<file path="config.mk">
export PLATFORM = sky130hd
export DESIGN_NAME = tinyml_hw_accel_frame_ctrl
export DESIGN_NICKNAME = d
export VERILOG_FILES = /design/src/rtl/tinyml_hw_accel_pkg.sv /design/src/rtl/tinyml_hw_accel_frame_cnt.sv /design/src/rtl/tinyml_hw_accel_frame_ctrl.sv
export SDC_FILE = /design/constraint.sdc
export NUM_CORES = 1
export LEC_CHECK = 0
export BUFFER_PORTS_ARGS = -buffer_cell sky130_fd_sc_hd__buf_2
export CAP_MARGIN = 0
export CELL_PAD_IN_SITES_DETAIL_PLACEMENT = 1
export CELL_PAD_IN_SITES_GLOBAL_PLACEMENT = 1
export CORE_MARGIN = 2
export CORE_UTILIZATION = 40
export DETAILED_ROUTE_END_ITERATION = 6
export PLACE_DENSITY_LB_ADDON = 0.1
export SLEW_MARGIN = 30
export SYNTH_ARGS = -nofsm -noshare
export SYNTH_HDL_FRONTEND = slang
export SYNTH_SLANG_ARGS = --single-unit
</file>
<file path="constraint.sdc">
create_clock -name clk -period 2.2 [get_ports clk]
set_input_delay 0.22 -clock clk [delete_from_list [all_inputs] [get_ports clk]]
set_output_delay 0.22 -clock clk [all_outputs]
set_load 0.02 [all_outputs]
</file>
<file path="src/rtl/tinyml_hw_accel_pkg.sv">
// Shared types and frame-geometry helpers for the camera-to-accelerator frame sequencer.
package tinyml_hw_accel_pkg;

  typedef enum logic [2:0] {
    ST_IDLE  = 3'd0,
    ST_CLEAR = 3'd1,
    ST_ARM   = 3'd2,
    ST_RUN   = 3'd3,
    ST_FLUSH = 3'd4,
    ST_DONE  = 3'd5
  } state_e;

  function automatic int unsigned in_pixels(input int unsigned in_w, input int unsigned in_h);
    return in_w * in_h;
  endfunction

  function automatic int unsigned out_bytes(input int unsigned out_w, input int unsigned out_h,
                                            input int unsigned bpp);
    return out_w * out_h * bpp;
  endfunction

  // Packed output is 32-bit words, so the byte total must split evenly into words.
  function automatic int unsigned out_words(input int unsigned out_w, input int unsigned out_h,
                                            input int unsigned bpp);
    return out_bytes(out_w, out_h, bpp) / 4;
  endfunction

  // The clear phase shares the flush timer, so it must fit inside the timeout range.
  function automatic bit frame_cfg_ok(input int unsigned out_w, input int unsigned out_h,
                                      input int unsigned bpp, input int unsigned rst_cycles,
                                      input int unsigned flush_timeout);
    return ((out_bytes(out_w, out_h, bpp) % 4) == 0) && (rst_cycles >= 1) &&
           (rst_cycles <= flush_timeout);
  endfunction

endpackage

</file>
<file path="src/rtl/tinyml_hw_accel_frame_cnt.sv">
// Saturating, clearable event counter with terminal and one-before-terminal decodes.
module tinyml_hw_accel_frame_cnt #(
  parameter int unsigned W   = 20,
  parameter int unsigned MAX = 1
) (
  input  logic         clk,
  input  logic         rst_n,
  input  logic         clr_i,
  input  logic         inc_i,
  output logic [W-1:0] cnt_o,
  output logic         tc_c,
  output logic         pre_c
);

  localparam logic [W-1:0] MAX_V = W'(MAX);
  localparam logic [W-1:0] PRE_V = W'(MAX - 1);

  logic [W-1:0] cnt_q, cnt_d;

  always_comb begin
    cnt_d = cnt_q;
    if (clr_i) begin
      cnt_d = '0;
    end else if (inc_i && (cnt_q != MAX_V)) begin
      cnt_d = cnt_q + W'(1);
    end
  end

  always_ff @(posedge clk or negedge rst_n) begin
    if (!rst_n) begin
      cnt_q <= '0;
    end else begin
      cnt_q <= cnt_d;
    end
  end

  assign cnt_o = cnt_q;
  assign tc_c  = (cnt_q == MAX_V);
  assign pre_c = (cnt_q == PRE_V);

endmodule

</file>
<file path="src/rtl/tinyml_hw_accel_frame_ctrl.sv">
// Frame sequencer: resets the pixel datapath, gates one camera frame of valid strobes
// into it, counts packed output words and reports done/error per frame.
module tinyml_hw_accel_frame_ctrl
  import tinyml_hw_accel_pkg::*;
#(
  parameter int unsigned IN_W          = 540,
  parameter int unsigned IN_H          = 540,
  parameter int unsigned OUT_W         = 192,
  parameter int unsigned OUT_H         = 192,
  parameter int unsigned BPP           = 3,
  parameter int unsigned RST_CYCLES    = 4,
  parameter int unsigned FLUSH_TIMEOUT = 1024,
  parameter int unsigned CNT_W         = 20
) (
  input  logic             clk,
  input  logic             rst_n,
  input  logic             start,
  input  logic             abort,
  input  logic             cam_sof,
  input  logic             cam_pixel_valid,
  output logic             accel_pixel_valid,
  output logic             accel_rst,
  input  logic             accel_out_valid,
  output logic             busy,
  output logic             done,
  output logic             error,
  output logic [CNT_W-1:0] in_pixel_cnt,
  output logic [CNT_W-1:0] out_word_cnt
);

  localparam int unsigned      IN_PIXELS = in_pixels(IN_W, IN_H);
  localparam int unsigned      OUT_WORDS = out_words(OUT_W, OUT_H, BPP);
  localparam logic [CNT_W-1:0] RST_LAST  = CNT_W'(RST_CYCLES - 1);

  if (!frame_cfg_ok(OUT_W, OUT_H, BPP, RST_CYCLES, FLUSH_TIMEOUT)) begin : g_cfg_bad
    $error("frame_ctrl: OUT_W*OUT_H*BPP must be a multiple of 4 and 1 <= RST_CYCLES <= FLUSH_TIMEOUT");
  end

  state_e state_q, state_d;
  logic   accel_rst_q, busy_q, done_q, error_q, error_d;

  logic             fwd_c, cnt_clr, pix_inc, word_inc, tmr_clr, tmr_inc, err_set, words_full;
  logic             pix_tc, pix_pre, word_tc, word_pre, tmr_tc, tmr_pre;
  logic [CNT_W-1:0] tmr_cnt;

  tinyml_hw_accel_frame_cnt #(.W(CNT_W), .MAX(IN_PIXELS)) u_pix_cnt (
    .clk   (clk),
    .rst_n (rst_n),
    .clr_i (cnt_clr),
    .inc_i (pix_inc),
    .cnt_o (in_pixel_cnt),
    .tc_c  (pix_tc),
    .pre_c (pix_pre)
  );

  tinyml_hw_accel_frame_cnt #(.W(CNT_W), .MAX(OUT_WORDS)) u_word_cnt (
    .clk   (clk),
    .rst_n (rst_n),
    .clr_i (cnt_clr),
    .inc_i (word_inc),
    .cnt_o (out_word_cnt),
    .tc_c  (word_tc),
    .pre_c (word_pre)
  );

  // Shared cycle timer: times the CLEAR hold, then the idle gap between words in FLUSH.
  tinyml_hw_accel_frame_cnt #(.W(CNT_W), .MAX(FLUSH_TIMEOUT)) u_tmr_cnt (
    .clk   (clk),
    .rst_n (rst_n),
    .clr_i (tmr_clr),
    .inc_i (tmr_inc),
    .cnt_o (tmr_cnt),
    .tc_c  (tmr_tc),
    .pre_c (tmr_pre)
  );

  always_comb begin
    state_d    = state_q;
    fwd_c      = 1'b0;
    cnt_clr    = 1'b0;
    pix_inc    = 1'b0;
    tmr_clr    = 1'b0;
    tmr_inc    = 1'b0;
    err_set    = 1'b0;
    word_inc   = accel_out_valid && (state_q inside {ST_ARM, ST_RUN, ST_FLUSH});
    words_full = word_tc || (word_inc && word_pre);

    case (state_q)
      ST_IDLE: begin
        if (start && !abort) begin
          state_d = ST_CLEAR;
          cnt_clr = 1'b1;
          tmr_clr = 1'b1;
        end
      end
      ST_CLEAR: begin
        if (tmr_cnt == RST_LAST) begin
          state_d = ST_ARM;
          tmr_clr = 1'b1;
        end else begin
          tmr_inc = 1'b1;
        end
      end
      ST_ARM: begin
        if (cam_pixel_valid && cam_sof) begin
          fwd_c   = 1'b1;
          pix_inc = 1'b1;
          state_d = pix_pre ? ST_FLUSH : ST_RUN;
        end
      end
      ST_RUN: begin
        if (cam_pixel_valid) begin
          if (cam_sof && !pix_tc) begin
            err_set = 1'b1;
            state_d = ST_DONE;
          end else begin
            fwd_c   = 1'b1;
            pix_inc = 1'b1;
            if (pix_pre) state_d = ST_FLUSH;
          end
        end
      end
      ST_FLUSH: begin
        tmr_clr = accel_out_valid;
        tmr_inc = !accel_out_valid;
        if (words_full) begin
          state_d = ST_DONE;
        end else if (tmr_tc || (tmr_pre && !accel_out_valid)) begin
          err_set = 1'b1;
          state_d = ST_DONE;
        end
      end
      ST_DONE: state_d = ST_IDLE;
      default: state_d = ST_IDLE;
    endcase

    if (word_inc && word_tc) err_set = 1'b1;

    // Abort freezes status and counters; the forwarded strobe is left as-is since the
    // datapath is about to be reset anyway.
    if (abort && (state_q != ST_IDLE)) begin
      state_d  = ST_IDLE;
      pix_inc  = 1'b0;
      word_inc = 1'b0;
      tmr_clr  = 1'b0;
      tmr_inc  = 1'b0;
      err_set  = 1'b0;
      cnt_clr  = 1'b0;
    end

    error_d = error_q;
    if (cnt_clr) begin
      error_d = 1'b0;
    end else if (err_set) begin
      error_d = 1'b1;
    end
  end

  always_ff @(posedge clk or negedge rst_n) begin
    if (!rst_n) begin
      state_q     <= ST_IDLE;
      accel_rst_q <= 1'b1;
      busy_q      <= 1'b0;
      done_q      <= 1'b0;
      error_q     <= 1'b0;
    end else begin
      state_q     <= state_d;
      accel_rst_q <= (state_d inside {ST_IDLE, ST_CLEAR, ST_DONE});
      busy_q      <= (state_d != ST_IDLE);
      done_q      <= (state_d == ST_DONE);
      error_q     <= error_d;
    end
  end

  assign accel_pixel_valid = fwd_c;
  assign accel_rst         = accel_rst_q;
  assign busy              = busy_q;
  assign done              = done_q;
  assign error             = error_q;

endmodule

</file>
Yosys cells after proc, flatten, opt, wreduce, memory -nomap -nowiden
Index checks and enable logic that the tools add are counted.
Widths: inputs -> output; s select.

cells by class
  add/sub/neg operators = 3
  equal/unequal tests = 16
  muxes and demuxes = 41
  reduce and logical (&&, ||, !) cells = 26

operators with widths
  operator               count
  $mux 20                6
  $add 20x1->20 const B  3
  $eq 20x15->1 const B   2
  $eq 20x19->1 const B   2
  $mux 3                 10
  $eq 20x10->1 const B   1
  $eq 20x11->1 const B   1
  $eq 20x2->1 const B    1
  $mux 1                 20
  $ne 20x11->1 const B   1
  $ne 20x15->1 const B   1
  $ne 20x19->1 const B   1
  $pmux 3 s5             1
  $reduce_bool 3->1      4
  $logic_and 1x1->1      11
  $reduce_bool 2->1      4
  $eq 3x1->1 const B     2
  $eq 3x2->1 const B     2
  $eq 3x3->1 const B     2
  $logic_not 3->1        2
  $pmux 1 s2             3
  $logic_not 1->1        3
  $pmux 1 s3             1
  $logic_or 1x1->1       2

storage, ports and cells
  register bits = 67
  input port bits = 7
  output and inout port bits = 45

Longest topological paths before layout
  depth after elaboration = 11
  mapped depth = 9
  depth with buffers taken out = 8

Hierarchy
From an unflattened synthesis, not the netlist that was laid out.

second synthesis, totals
  cells, all modules = 434
  area total of the unflattened synthesis = 4013.8 µm²

by module, submodules not included
  module                                  instances  cells an instance  area an instance (µm²)  sequential area each (µm²)
  tinyml_hw_accel_frame_cnt (u_pix_cnt)   1          128                1208.7                  500.5
  tinyml_hw_accel_frame_cnt (u_tmr_cnt)   1          117                1109.8                  500.5
  tinyml_hw_accel_frame_cnt (u_word_cnt)  1          120                1108.6                  500.5
  tinyml_hw_accel_frame_ctrl              1          69                 586.8                   176.4

Least setup slack after synthesis
No wires, ideal clock.

  path kind = register to register
  from = register u_word_cnt.cnt_q[0] (netlist: u_word_cnt.cnt_o[0])
  to = register u_word_cnt.cnt_q[6] (netlist: u_word_cnt.cnt_o[6])
  arrival time = 2.067 ns
  required time = 2.068 ns
  slack = 0.001 ns
  cell stages (with the launch flop) = 9
  buffers on the path = 0
  clock period less this slack = 2.199 ns
  cell sequence = dfrtp_1 -> inv_1 -> ha_1 -> or4b_1 -> nor4b_2 -> a21oi_1 -> nand4_1 -> xor2_1 -> nor2_1

between the ends
  cells in the longest elaborated chain, start to end = 3
  elaborated cells on any way between the ends = 6

ends and longest elaborated chain
  what                                           RTL line                                                          source
  start: declaration                             tinyml_hw_accel_frame_cnt.sv:18                                   logic [W-1:0] cnt_q, cnt_d;
  start signal: assignment                       tinyml_hw_accel_frame_cnt.sv:33                                   cnt_q <= cnt_d;
  $add 20x1->20 or $ne 20x15->1 (tied branches)  tinyml_hw_accel_frame_cnt.sv:25, tinyml_hw_accel_frame_cnt.sv:24
  $mux 20 or $logic_and 1x1->1 (tied branches)   tinyml_hw_accel_frame_cnt.sv:24                                   end else if (inc_i && (cnt_q != MAX_V)) begin
  $mux 20 or $reduce_bool 2->1 (tied branches)   n/a

Several ways; a longest one is shown, not always the timed one. The select of a mux whose other input is x is not followed.
A chain may end at the register's enable or synchronous reset.

Final worst setup path
  from = register u_word_cnt.cnt_q[1] (netlist: u_word_cnt.cnt_o[1])
  to = register u_word_cnt.cnt_q[18] (netlist: u_word_cnt.cnt_o[18])

Same word-level chain as after synthesis.

==> flow_metrics.py <==
metrics = {
    "pwr": {
        "p_switching_mw": 1.22,
        "swShare_pct": 34.8,
        "peakVddDrop_mv": 0.358,
        "p_per_area_mw_per_mm2": 650,
        "pwr-share-clk_pct": 26.3,
        "p_int_mw": 2.29,
        "sequentialPowerShare_pct": 38.9,
        "comb_power_share_pct": 34.8,
        "leakagePower_nw": 2.47,
    },
    "route": {
        "drt_pass1_iterations": 4,
        "met2_length_mm": 6.57,
        "ant_nets": 0,
        "vias": 3702,
        "dr.max_layer_used": "met4",
        "post_drt_wl_per_cell_um": 17.8,
        "drtIter0Drc": 98,
        "drc": 0,
        "met3_length_um": 322,
        "wl_met1_mm": 5.29,
        "wl_mm": 12.3,
        "via_per_inst": 5.33,
    },
    "status": {
        "status": "complete, but fails checks",
        "violations": "negative setup slack",
    },
    "placed_design": {
        "place_congestion": 0.826,
        "place_area_mm2": 0.00478,
        "portBuffers": 51,
        "hpwl_mm": 8.10,
        "place_ws_ps": -80.2,
    },
    "sta": {
        "min_period_ps": 2220,
        "finalHoldViolCount": 0,
        "finalMaxSlewViolations": 0,
        "worstMarginPinSlew_ps": 821,
        "setup_viol": 3,
        "period_share_pct": 101,
        "hold_slack_ps": 154,
        "rsz0062_at_grt": "true",
        "relSlewSlack_pct": 44.9,
        "max_freq_mhz": 449,
        "tns_ps": -52.3,
        "setup_slack_ps": -24.9,
        "skew_ps": 8.20,
    },
    "logic_synthesis": {
        "synth_seq_area_share_pct": 43.0,
        "syn_nets": 443,
        "yosys-top-cells-count": "67 x nor2_1, 66 x dfrtp_1, 29 x xor2_1",
        "yosysWarnings": 0,
        "synth_cells": 430,
        "ys_ff_latch": 67,
        "synthArstFlopShare_pct": 100,
        "synth_top_area_cell": "dfrtp_1",
        "post_synth.cell_area_avg_um2": 9.08,
        "netlist_area_mm2": 0.00390,
        "synth.most_common_cell": "nor2_1",
        "ys.flop_type": "dfrtp_1",
        "synth_edf_count": 0,
        "synth_cell_types": 57,
        "synth_top_area_share_pct": 42.3,
        "synth_area_leaders": "dfrtp_1 42%, xor2_1 6.5%, nor2_1 6.4%, xnor2_1 4.9%, nand4_1 4.0%",
    },
    "grt": {
        "grt_use_total_pct": 23.0,
        "grt_pass1_vias": 3777,
        "overflow": 0,
        "grt_max_degree": 68,
        "grt_pass1_wl_mm": 18.6,
        "antenna_found_initial": 0,
    },
    "worst_setup_path": {
        "critPathRequiredTime_ps": 2430,
        "path_max_fanout": 8,
        "reg2reg_to": "u_word_cnt.cnt_o[18]",
        "cp_data_arrival_time_ps": 2450,
        "startpoint_type": "flip-flop",
        "timing.rr.start": "u_word_cnt.cnt_o[1]",
        "critPathLaunch": "u_word_cnt.cnt_o[1]",
        "worstSetupEndpointType": "flip-flop",
        "crit_type": "reg2reg",
        "reg2reg_slack_ps": -20,
        "reg2regPathDepth": 9,
    },
    "final_layout": {
        "nets": 571,
        "n_antenna_cell": 0,
        "fin_util_pct": 56.1,
        "fillers": 1125,
        "fin_area_mm2": 0.00540,
        "layout-drive-gt1-share_pct": 37.9,
        "areaGrowthSynthToFinish_pct": 38.4,
    },
    "worst_hold_path": {
        "hold_class": "in2reg",
        "hold_end": "accel_rst",
        "holdPathStages": 3,
        "hold_start": "abort",
    },
    "cts": {
        "root_buffer": "clkbuf_8",
        "cts_max_level": 3,
        "clk_path_buf_depth": 2,
        "clock_latency_ps": 360,
        "cts_tree": "built",
        "cts.sinks": 67,
        "clkTransAtPathRegs_ps": 70,
        "cts_made_buffers": 9,
    },
    "floorplan": {
        "die_y_um": 103,
        "rows": 36,
        "initial_utilization_pct": 40.5,
        "ioPinCount": 52,
        "dieArea_mm2": 0.0106,
        "core_mm2": 0.00964,
        "die_x_um": 103,
    },
    "flow_run": {
        "maxCapViolations": 0,
    },
}
## kinds of logic after synthesis
| logic type | share of synthesized area, % |
|---|---|
| DFF | 43.0 |
| and+or+nand+nor | 31.7 |
| buffers and inverters | 3.24 |
| AOI/OAI and AO/OA | 7.98 |
| xor gates and xnor gates | 11.4 |
| muxes | 0.288 |
| adders and majority gates | 2.44 |
## timing repair
action	CTS	global route
resized for setup	15	53
cloned	0	1
hold endpoints to repair	66	0
pin swaps	3	39
setup buffers	1	15
hold buffers	1	0
setup endpoints to repair	23	47
## critical path, cell delays in order, from the launching register on
cell	delay, ps
dfrtp_1	400
inv_2	90
ha_4	120
or4b_4	500
nor4b_4	350
buf_4	180
a211oi_4	90
nand4_1	140
xor2_1	170
nor2_1	60
## routing by layer
metal,vias up,GRT usage [%]
met5,-,0
met4,0,7.49
met3,14,4.07
met2,53,40.5
met1,1865,28.6
li1,1770,-
## flip-flops by register name (all words and copies together) (netlist names)
register          flops
accel_rst             1
busy                  1
done                  1
error                 1
state_q               3
u_pix_cnt.cnt_o      20
u_tmr_cnt.cnt_o      20
u_word_cnt.cnt_o     20
## through the flow
step / total power, mW / std cells
after floorplan: 1.94 / 430
after global placement: 2.30 / 663
after detailed placement: 2.33 / 663
after CTS: 3.28 / 680
after global routing: 3.71 / 695
final: 3.51 / 695
## worst max-delay path by stage
stage | end | slack [ps] | cells past startpoint
6_report | u_word_cnt.cnt_o[18] | -20 | 9
2_1_floorplan | u_word_cnt.cnt_o[6] | 1 | 8
4_1_cts | done | 2 | 8
3_3_place_gp | u_word_cnt.cnt_o[5] | -70 | 7
3_5_place_dp | u_word_cnt.cnt_o[11] | -80 | 7
5_1_grt | u_word_cnt.cnt_o[18] | -140 | 9
## layout by cell type (no fill, tap or decap), types with 4 or more instances in the layout
cell	n
nand4_1	25
o21ai_0	10
nor4b_2	4
and3_1	7
nand3_1	17
nor4_2	5
clkbuf_8	10
inv_2	4
dfrtp_2	4
nor2_1	67
nor3_1	18
nor4_1	5
xor2_1	28
dfrtp_1	62
o21ai_2	4
or3_1	7
buf_2	50
and2_1	4
nand3_2	6
xnor2_1	21
nand2_1	26
nor2b_1	7
a21oi_1	13
buf_4	81
## power groups by stage
| stage | Clock [mW] | Sequential, mW | Combinational [mW] |
|---|---|---|---|
| final | 0.923 | 1.37 | 1.22 |
| after CTS | 0.942 | 1.37 | 0.973 |
| after global routing | 0.997 | 1.37 | 1.34 |
| after detailed placement | 0 | 1.39 | 0.941 |
| after global placement | 0 | 1.38 | 0.916 |
| after floorplan | 0 | 1.39 | 0.557 |
## final cells by class
cell class	count	area [µm²]	area share (%)
multi-input cells	334	2390	44.3
flip-flops and latches	67	1680	31.1
repair buffers	138	967	17.9
well taps	133	166	3.08
clock buffers	13	149	2.76
inverters	8	32.5	0.602
clock inverters	2	12.5	0.232
(Power assumes the default switching activity.)
